==> config.mk <==
export PLATFORM = sky130hd
export DESIGN_NAME = axil_cmd_master
export DESIGN_NICKNAME = d
export VERILOG_FILES = /design/src/rtl/axil_cmd_master.sv
export SDC_FILE = /design/constraint.sdc
export NUM_CORES = 1
export LEC_CHECK = 0
export BUFFER_PORTS_ARGS = -buffer_cell sky130_fd_sc_hd__buf_4
export CORE_ASPECT_RATIO = 1.4
export CORE_MARGIN = 1.5
export CORE_UTILIZATION = 42
export DETAILED_ROUTE_END_ITERATION = 12
export MAX_ROUTING_LAYER = met4
export PLACE_DENSITY_LB_ADDON = 0.1
export SLEW_MARGIN = 20
export SYNTH_ARGS = -nofsm -noshare
export SYNTH_HDL_FRONTEND = slang
export SYNTH_SLANG_ARGS = --single-unit
==> constraint.sdc <==
create_clock -name clk -period 4.2 [get_ports clk]
set_input_delay 0.84 -clock clk [delete_from_list [all_inputs] [get_ports clk]]
set_output_delay 0.84 -clock clk [all_outputs]
set_load 0.02 [all_outputs]
==> src/rtl/axil_cmd_master.sv <==
// Single-outstanding AXI4-Lite initiator: one command in, one AXI-Lite read or write out, one response back.
// First AXI valid one cycle after accept; cmd_ready low from accept until the response is taken; watchdog bounds the wait.
module axil_cmd_master #(
   parameter int ADDR_W         = 32,
   parameter int TIMEOUT_CYCLES = 1024
) (
   input  logic              clk,
   input  logic              rst,
   input  logic              cmd_valid,
   output logic              cmd_ready,
   input  logic              cmd_wr,
   input  logic [ADDR_W-1:0] cmd_addr,
   input  logic [31:0]       cmd_wdata,
   input  logic [3:0]        cmd_wstrb,
   output logic              rsp_valid,
   input  logic              rsp_ready,
   output logic [31:0]       rsp_rdata,
   output logic [1:0]        rsp_resp,
   output logic              rsp_timeout,
   output logic              m_awvalid,
   input  logic              m_awready,
   output logic [ADDR_W-1:0] m_awaddr,
   output logic              m_wvalid,
   input  logic              m_wready,
   output logic [31:0]       m_wdata,
   output logic [3:0]        m_wstrb,
   input  logic              m_bvalid,
   output logic              m_bready,
   input  logic [1:0]        m_bresp,
   output logic              m_arvalid,
   input  logic              m_arready,
   output logic [ADDR_W-1:0] m_araddr,
   input  logic              m_rvalid,
   output logic              m_rready,
   input  logic [31:0]       m_rdata,
   input  logic [1:0]        m_rresp
);

   localparam int CNT_W = (TIMEOUT_CYCLES < 2) ? 1 : $clog2(TIMEOUT_CYCLES + 1);
   localparam logic [CNT_W-1:0] WDOG_LAST = CNT_W'((TIMEOUT_CYCLES > 0) ? TIMEOUT_CYCLES - 1 : 0);
   localparam logic [CNT_W-1:0] WDOG_MAX  = '1;

   typedef enum logic [2:0] {
      IDLE, WR_REQ, WR_RESP, RD_REQ, RD_RESP, RSP
   } state_t;

   state_t            state_q, state_d;
   logic              cmd_ready_q, cmd_ready_d;
   logic              awvalid_q, awvalid_d;
   logic              wvalid_q, wvalid_d;
   logic              arvalid_q, arvalid_d;
   logic              bready_q, bready_d;
   logic              rready_q, rready_d;
   logic [ADDR_W-1:0] addr_q, addr_d;
   logic [31:0]       wdata_q, wdata_d;
   logic [3:0]        wstrb_q, wstrb_d;
   logic              rsp_valid_q, rsp_valid_d;
   logic [31:0]       rsp_rdata_q, rsp_rdata_d;
   logic [1:0]        rsp_resp_q, rsp_resp_d;
   logic              rsp_timeout_q, rsp_timeout_d;
   logic [CNT_W-1:0]  wdog_q, wdog_d;
   logic              drain_b_q, drain_b_d;
   logic              drain_r_q, drain_r_d;

   logic cmd_fire;
   logic b_hs;
   logic r_hs;
   logic expire;
   logic take_timeout;

   // A direction with a late beat still outstanding is held off so the stray beat cannot be mistaken for a response.
   assign cmd_ready = cmd_ready_q & ~(cmd_wr ? drain_b_q : drain_r_q);
   assign cmd_fire  = cmd_valid & cmd_ready;
   assign b_hs      = m_bvalid & bready_q;
   assign r_hs      = m_rvalid & rready_q;
   assign expire    = (TIMEOUT_CYCLES != 0) && (wdog_q >= WDOG_LAST);

   always_comb begin
      state_d       = state_q;
      awvalid_d     = awvalid_q;
      wvalid_d      = wvalid_q;
      arvalid_d     = arvalid_q;
      addr_d        = addr_q;
      wdata_d       = wdata_q;
      wstrb_d       = wstrb_q;
      rsp_rdata_d   = rsp_rdata_q;
      rsp_resp_d    = rsp_resp_q;
      rsp_timeout_d = rsp_timeout_q;
      wdog_d        = wdog_q;
      drain_b_d     = drain_b_q & ~b_hs;
      drain_r_d     = drain_r_q & ~r_hs;
      take_timeout  = 1'b0;

      if ((state_q inside {WR_REQ, WR_RESP, RD_REQ, RD_RESP}) && (wdog_q != WDOG_MAX)) begin
         wdog_d = wdog_q + CNT_W'(1);
      end

      case (state_q)
         IDLE: begin
            if (cmd_fire) begin
               addr_d  = cmd_addr;
               wdata_d = cmd_wdata;
               wstrb_d = cmd_wstrb;
               wdog_d  = '0;
               if (cmd_wr) begin
                  state_d   = WR_REQ;
                  awvalid_d = 1'b1;
                  wvalid_d  = 1'b1;
               end else begin
                  state_d   = RD_REQ;
                  arvalid_d = 1'b1;
               end
            end
         end
         WR_REQ: begin
            if (m_awready) awvalid_d = 1'b0;
            if (m_wready)  wvalid_d  = 1'b0;
            if (!awvalid_d && !wvalid_d) begin
               state_d = WR_RESP;
            end else if (expire) begin
               take_timeout = 1'b1;
            end
         end
         WR_RESP: begin
            if (b_hs) begin
               rsp_resp_d    = m_bresp;
               rsp_rdata_d   = 32'h0;
               rsp_timeout_d = 1'b0;
               state_d       = RSP;
            end else if (expire) begin
               take_timeout = 1'b1;
            end
         end
         RD_REQ: begin
            if (m_arready) begin
               arvalid_d = 1'b0;
               state_d   = RD_RESP;
            end else if (expire) begin
               take_timeout = 1'b1;
            end
         end
         RD_RESP: begin
            if (r_hs) begin
               rsp_resp_d    = m_rresp;
               rsp_rdata_d   = m_rdata;
               rsp_timeout_d = 1'b0;
               state_d       = RSP;
            end else if (expire) begin
               take_timeout = 1'b1;
            end
         end
         RSP: begin
            if (rsp_ready) state_d = IDLE;
         end
         default: state_d = IDLE;
      endcase

      if (take_timeout) begin
         awvalid_d     = 1'b0;
         wvalid_d      = 1'b0;
         arvalid_d     = 1'b0;
         rsp_resp_d    = 2'b10;
         rsp_rdata_d   = 32'hDEAD_DEAD;
         rsp_timeout_d = 1'b1;
         state_d       = RSP;
         if (state_q inside {WR_REQ, WR_RESP}) drain_b_d = 1'b1;
         else                                  drain_r_d = 1'b1;
      end

      // Drain keeps the response channel open in every state until the abandoned beat shows up.
      bready_d    = (state_d == WR_RESP) | drain_b_d;
      rready_d    = (state_d == RD_RESP) | drain_r_d;
      cmd_ready_d = (state_d == IDLE);
      rsp_valid_d = (state_d == RSP);
   end

   always_ff @(posedge clk or posedge rst) begin
      if (rst) begin
         state_q       <= IDLE;
         cmd_ready_q   <= 1'b0;
         awvalid_q     <= 1'b0;
         wvalid_q      <= 1'b0;
         arvalid_q     <= 1'b0;
         bready_q      <= 1'b0;
         rready_q      <= 1'b0;
         addr_q        <= '0;
         wdata_q       <= '0;
         wstrb_q       <= '0;
         rsp_valid_q   <= 1'b0;
         rsp_rdata_q   <= '0;
         rsp_resp_q    <= '0;
         rsp_timeout_q <= 1'b0;
         wdog_q        <= '0;
         drain_b_q     <= 1'b0;
         drain_r_q     <= 1'b0;
      end else begin
         state_q       <= state_d;
         cmd_ready_q   <= cmd_ready_d;
         awvalid_q     <= awvalid_d;
         wvalid_q      <= wvalid_d;
         arvalid_q     <= arvalid_d;
         bready_q      <= bready_d;
         rready_q      <= rready_d;
         addr_q        <= addr_d;
         wdata_q       <= wdata_d;
         wstrb_q       <= wstrb_d;
         rsp_valid_q   <= rsp_valid_d;
         rsp_rdata_q   <= rsp_rdata_d;
         rsp_resp_q    <= rsp_resp_d;
         rsp_timeout_q <= rsp_timeout_d;
         wdog_q        <= wdog_d;
         drain_b_q     <= drain_b_d;
         drain_r_q     <= drain_r_d;
      end
   end

   assign m_awvalid   = awvalid_q;
   assign m_awaddr    = addr_q;
   assign m_wvalid    = wvalid_q;
   assign m_wdata     = wdata_q;
   assign m_wstrb     = wstrb_q;
   assign m_bready    = bready_q;
   assign m_arvalid   = arvalid_q;
   assign m_araddr    = addr_q;
   assign m_rready    = rready_q;
   assign rsp_valid   = rsp_valid_q;
   assign rsp_rdata   = rsp_rdata_q;
   assign rsp_resp    = rsp_resp_q;
   assign rsp_timeout = rsp_timeout_q;

endmodule
### Word-level counts from Yosys, hierarchy flattened

Index checks and enable logic that the tools add are counted.
Widths: inputs -> output; s select.

| word-level totals | value |
|---|---|
| register bits | 126 |
| bits of input ports | 114 |
| output and inout bits | 142 |
| logic and storage cells | 110 |

| operators by class | value |
|---|---|
| bitwise gates (word level) | 11 |
| reduce and logical (&&, ||, !) cells | 15 |
| order comparisons | 1 |
| equal/unequal tests | 15 |
| multiplexer cells | 50 |
| add/sub/neg operators | 1 |

Operators with widths:

| cell | count |
|---|---|
| $mux 32 | 3 |
| $pmux 32 s2 | 1 |
| $mux 11 | 3 |
| $mux 1 | 25 |
| $mux 3 | 7 |
| $ne 3x3->1 const B | 6 |
| $pmux 3 s6 | 1 |
| $eq 3x3->1 const B | 4 |
| $add 11x1->11 const B | 1 |
| $ge 11x10->1 const B | 1 |
| $ne 11x11->1 const B | 1 |
| $eq 3x2->1 const B | 3 |
| $reduce_bool 3->1 | 3 |
| $mux 2 | 4 |
| $pmux 1 s2 | 4 |
| $and 1x1->1 | 6 |
| $logic_not 3->1 | 2 |
| $reduce_and 3->1 | 2 |
| $pmux 1 s4 | 1 |
| $pmux 2 s2 | 1 |
| $reduce_and 4->1 | 1 |
| $reduce_bool 4->1 | 1 |
| $eq 3x1->1 const B | 1 |
| $not 1->1 | 3 |
| other kinds (5) | 8 |

### Longest topological paths before layout

| logic depth | value |
|---|---|
| depth in word-level cells | 9 |
| depth in mapped cells | 8 |
| mapped depth without buffers | 5 |

### Worst setup path before layout

OpenSTA, ideal clock, no wires.

| timing | value |
|---|---|
| kind | input-to-output |
| start point | input port cmd_wr |
| end point | output port cmd_ready |
| slack | 2034 ps |
| buffers on the path | 0 |
| stages | 2 |
| arrival time | 1326 ps |
| data required time | 3360 ps |
| cell sequence | mux2i_1 and2_1 |

| between the ends | value |
|---|---|
| word-level cells in the longest chain between the ends | 3 |

RTL lines:

| item | RTL line | source |
|---|---|---|
| start, declared | 11 | `input logic cmd_wr,` |
| $mux 1 | 72 | `assign cmd_ready = cmd_ready_q & ~(cmd_wr ? drain_b_q : drain_r_q);` |
| $not 1->1 | 72 |  |
| $and 1x1->1 | 72 |  |
| end, declared | 10 | `output logic cmd_ready,` |

No other way between the ends.

### Worst setup path after layout

| timing | value |
|---|---|
| start point | register state_q[0] |
| end point | register addr_q[9], in the netlist m_araddr[9] |

| between the ends | value |
|---|---|
| word-level cells in the longest chain between the ends | 2 |

RTL lines:

| item | RTL line | source |
|---|---|---|
| start, declared | 47 | `state_t state_q, state_d;` |
| start signal, assigned | 197 | `state_q <= state_d;` |
| $logic_not 3->1 | 98 | `case (state_q)` |
| $reduce_and 2->1 (no source line) | -- |  |
| end signal, assigned | 204 | `addr_q <= addr_d;` |
| end, declared | 54 | `logic [ADDR_W-1:0] addr_q, addr_d;` |

No other way between the ends.
A chain may end at the register's enable or synchronous reset.

==> flow_summary.toml <==
[place]
hpwl_mm = 9.996
gp_congestion = 0.8846
portBuffers = 255

[finish]
syn2layout_area_growth_pct = 43.01
nFillCells = 1111
diodes = 0
num-nets-final = 890
drive_above_1_share_pct = 38.07

[route]
drc = 0
ant_nets = 0
vias = 4762
avgRoutedWirePerCell_um = 15.06
wl_met3_um = 814
route.top_layer_used = "met4"
drt_wl_total_mm = 14.17
wl_met2_mm = 7.118
drt_iter0_drc = 172
first_pass_iters = 4
via_per_inst = 5.061
met1_length_mm = 5.870

[critical_path]
rrSetupSlack_ns = 1.63
cp_max_fo = 47
crit_path_end_kind = "flop"
crit_type = "flop to flop"
cp.required_ns = 4.54
r2r_end = "m_araddr[9]"
crit_chain = "nor3_1, and4_2, buf_4, nand2_1, nand2_1"
worstPathArrival_ns = 2.91
r2r_start = "state_q[0]"
path_buf_inv = 1
cp_common_cell = "nand2_1"
crit_slowest_cell = "and4_2"
cp-start-kind = "flop"
cpPeakStageDelay_ns = 0.96
reg2reg_depth = 5
cp_top_family = "simple AND/OR/NAND/NOR gates"
cp.depth = 5

[grt]
grt_pass1_vias = 4576
grt_util_all_layers_pct = 21.28
grt_antenna_before_repair = 0
grt_pass1_wl_mm = 22.37
overflow = 0
grt_max_degree = 75

[cts]
clockBufferDepth = 2
cts_max_level = 4
post_cts_resize_count = 0
cts_buffers = 17
ctsHoldBuffers = 0
clock_sinks = 126
root_buffer = "clkbuf_16"
clk-insertion-delay-late_ns = 0.41
postCtsSetupBuffers = 0
cts_tree = "built"
clkTransAtPathRegs_ns = 0.05

[worst_hold_path]
min_from = "m_wdata[16]"
hold_path.class = "flop to flop"
min_to = "m_wdata[16]"
hold_depth = 2

[timing]
fmax_mhz = 389.1
finalHoldViolCount = 0
slew_headroom_pct = 37.06
slew_violations = 0
whs_ns = 0.4708
grt_setup_unrepaired = "no"
fin_crit_ns = 2.570
finalCritPeriodShare_pct = 61.19
worstMarginPinSlew_ns = 0.9441
setup_viol = 0
tns_ns = 0
fin_skew_ns = 0.005134

[synth]
synth.yosys.warnings = 0
syn_inst = 559
synth_commonest_cells = "nand2_1 (221), dfrtp_1 (126), buf_4 (35)"
syn_avg_cell_area_um2 = 9.772
netlist_area_mm2 = 0.005463
synth_ff_type = "dfrtp_1"
ys_top_cells_by_area = "dfrtp_1 (58%), nand2_1 (15%), buf_4 (4.8%)"
syn_nets = 674
synth_cell_types = 47
synth_most_common_cell = "nand2_1"
ys_async_sr_fraction_pct = 100.0
synth_edf_count = 0
synth_seq_cells = 126
seq_area_frac_synth_pct = 57.72
post-synth-top-area-cell = "dfrtp_1"
synth_top_area_share_pct = 57.72

[outcome]
status = "completed"

[die]
rows = 49
start_util_pct = 42.84
core_mm2 = 0.01275
die_area_mm2 = 0.01371
ios = 256
die_y_um = 137.9
die_x_um = 99.39

[pwr]
power_density_mw_per_mm2 = 794.5
p_leak_uw = 0.004213
ir_drop_v = 0.0003426

[flow_run]
maxCapViolCount = 0
-- logic make-up after synthesis --
group,count (synthesis),share of synthesized area [%]
AOI/OAI and AO/OA,70,10.38
adders and majority gates,1,0.2290
buffers and inverters,70,7.994
DFF,126,57.72
muxes,8,1.489
and+or+nand+nor,284,22.19
-- metrics by stage --
| step | instance area, um2 | power [uW] | std cells | setup WS [ns] | utilization (%) |
|---|---|---|---|---|---|
| 5_1_grt | 7812 | 6595 | 941 | 1.351 | 61.26 |
| 3_3_place_gp | 7214 | 4709 | 909 | 1.545 | 56.57 |
| 3_5_place_dp | 7219 | 4777 | 909 | 1.421 | 56.61 |
| 6_report | 7812 | 6207 | 941 | 1.630 | 61.26 |
| 4_1_cts | 7811 | 6266 | 941 | 1.619 | 61.25 |
| 2_1_floorplan | 5463 | 3734 | 559 | 0.004065 | - |
-- placed cells by master, fill, tap and decap left out, types with 5 or more instances in the layout --
cell type | Yosys | layout
a21oi_1 | 10 | 10
o21ai_0 | 5 | 5
a22oi_1 | 10 | 10
nor2_1 | 17 | 16
dfrtp_1 | 126 | 126
buf_4 | 35 | 259
a221o_1 | 22 | 22
nand3_1 | 5 | 5
mux2i_1 | 7 | 7
nand2b_1 | 8 | 8
a21o_1 | 7 | 6
or4_1 | 5 | 5
nand2_1 | 221 | 221
inv_1 | 7 | 6
clkbuf_16 | 0 | 17
-- worst max-delay path by stage --
stage | startpoint | to | slack [ns]
floorplan | rst | cmd_ready_q | 0.004
global placement | cmd_wr | m_araddr[0] | 1.55
detailed placement | cmd_wr | m_araddr[9] | 1.42
CTS | state_q[0] | m_araddr[9] | 1.62
global route | state_q[0] | m_araddr[9] | 1.35
finish | state_q[0] | m_araddr[9] | 1.63
-- sequential cells by signal (all words and copies together), names as in the netlist, 2 cells and up --
signal / cells
rsp_resp: 2
wdog_q: 11
m_wdata: 32
rsp_rdata: 32
m_wstrb: 4
state_q: 3
m_araddr: 32
-- final cells by class --
type                    instances  area (um2)  area share (%)
clock buffers                  21       450.4           5.766
clock inverters                11       141.4           1.810
inverters                       7       28.78          0.3684
multi-input cells             363        1883           24.10
flip-flops and latches        126        3153           40.36
well taps                     153       191.4           2.450
repair buffers                260        1964           25.14
-- report_power, final --
group	switching (uW)	internal (uW)
logic	1490	1160
registers	376	1720
clock network	521	944
total	2390	3820
-- routing by layer --
layer | vias up | track usage (%)
met4 | 0 | 9.390
met3 | 30 | 5.645
li1 | 2264 | -
met2 | 195 | 33.94
met5 | - | -
met1 | 2273 | 25.56
-- worst register-to-register path: cells and delay by family (launching register included) --
kind	cells	cell delay, ns
simple gates	4	1.61
flops	1	0.53
buf+inv	1	0.36
No activity file was read; power rests on OpenSTA's default activity.
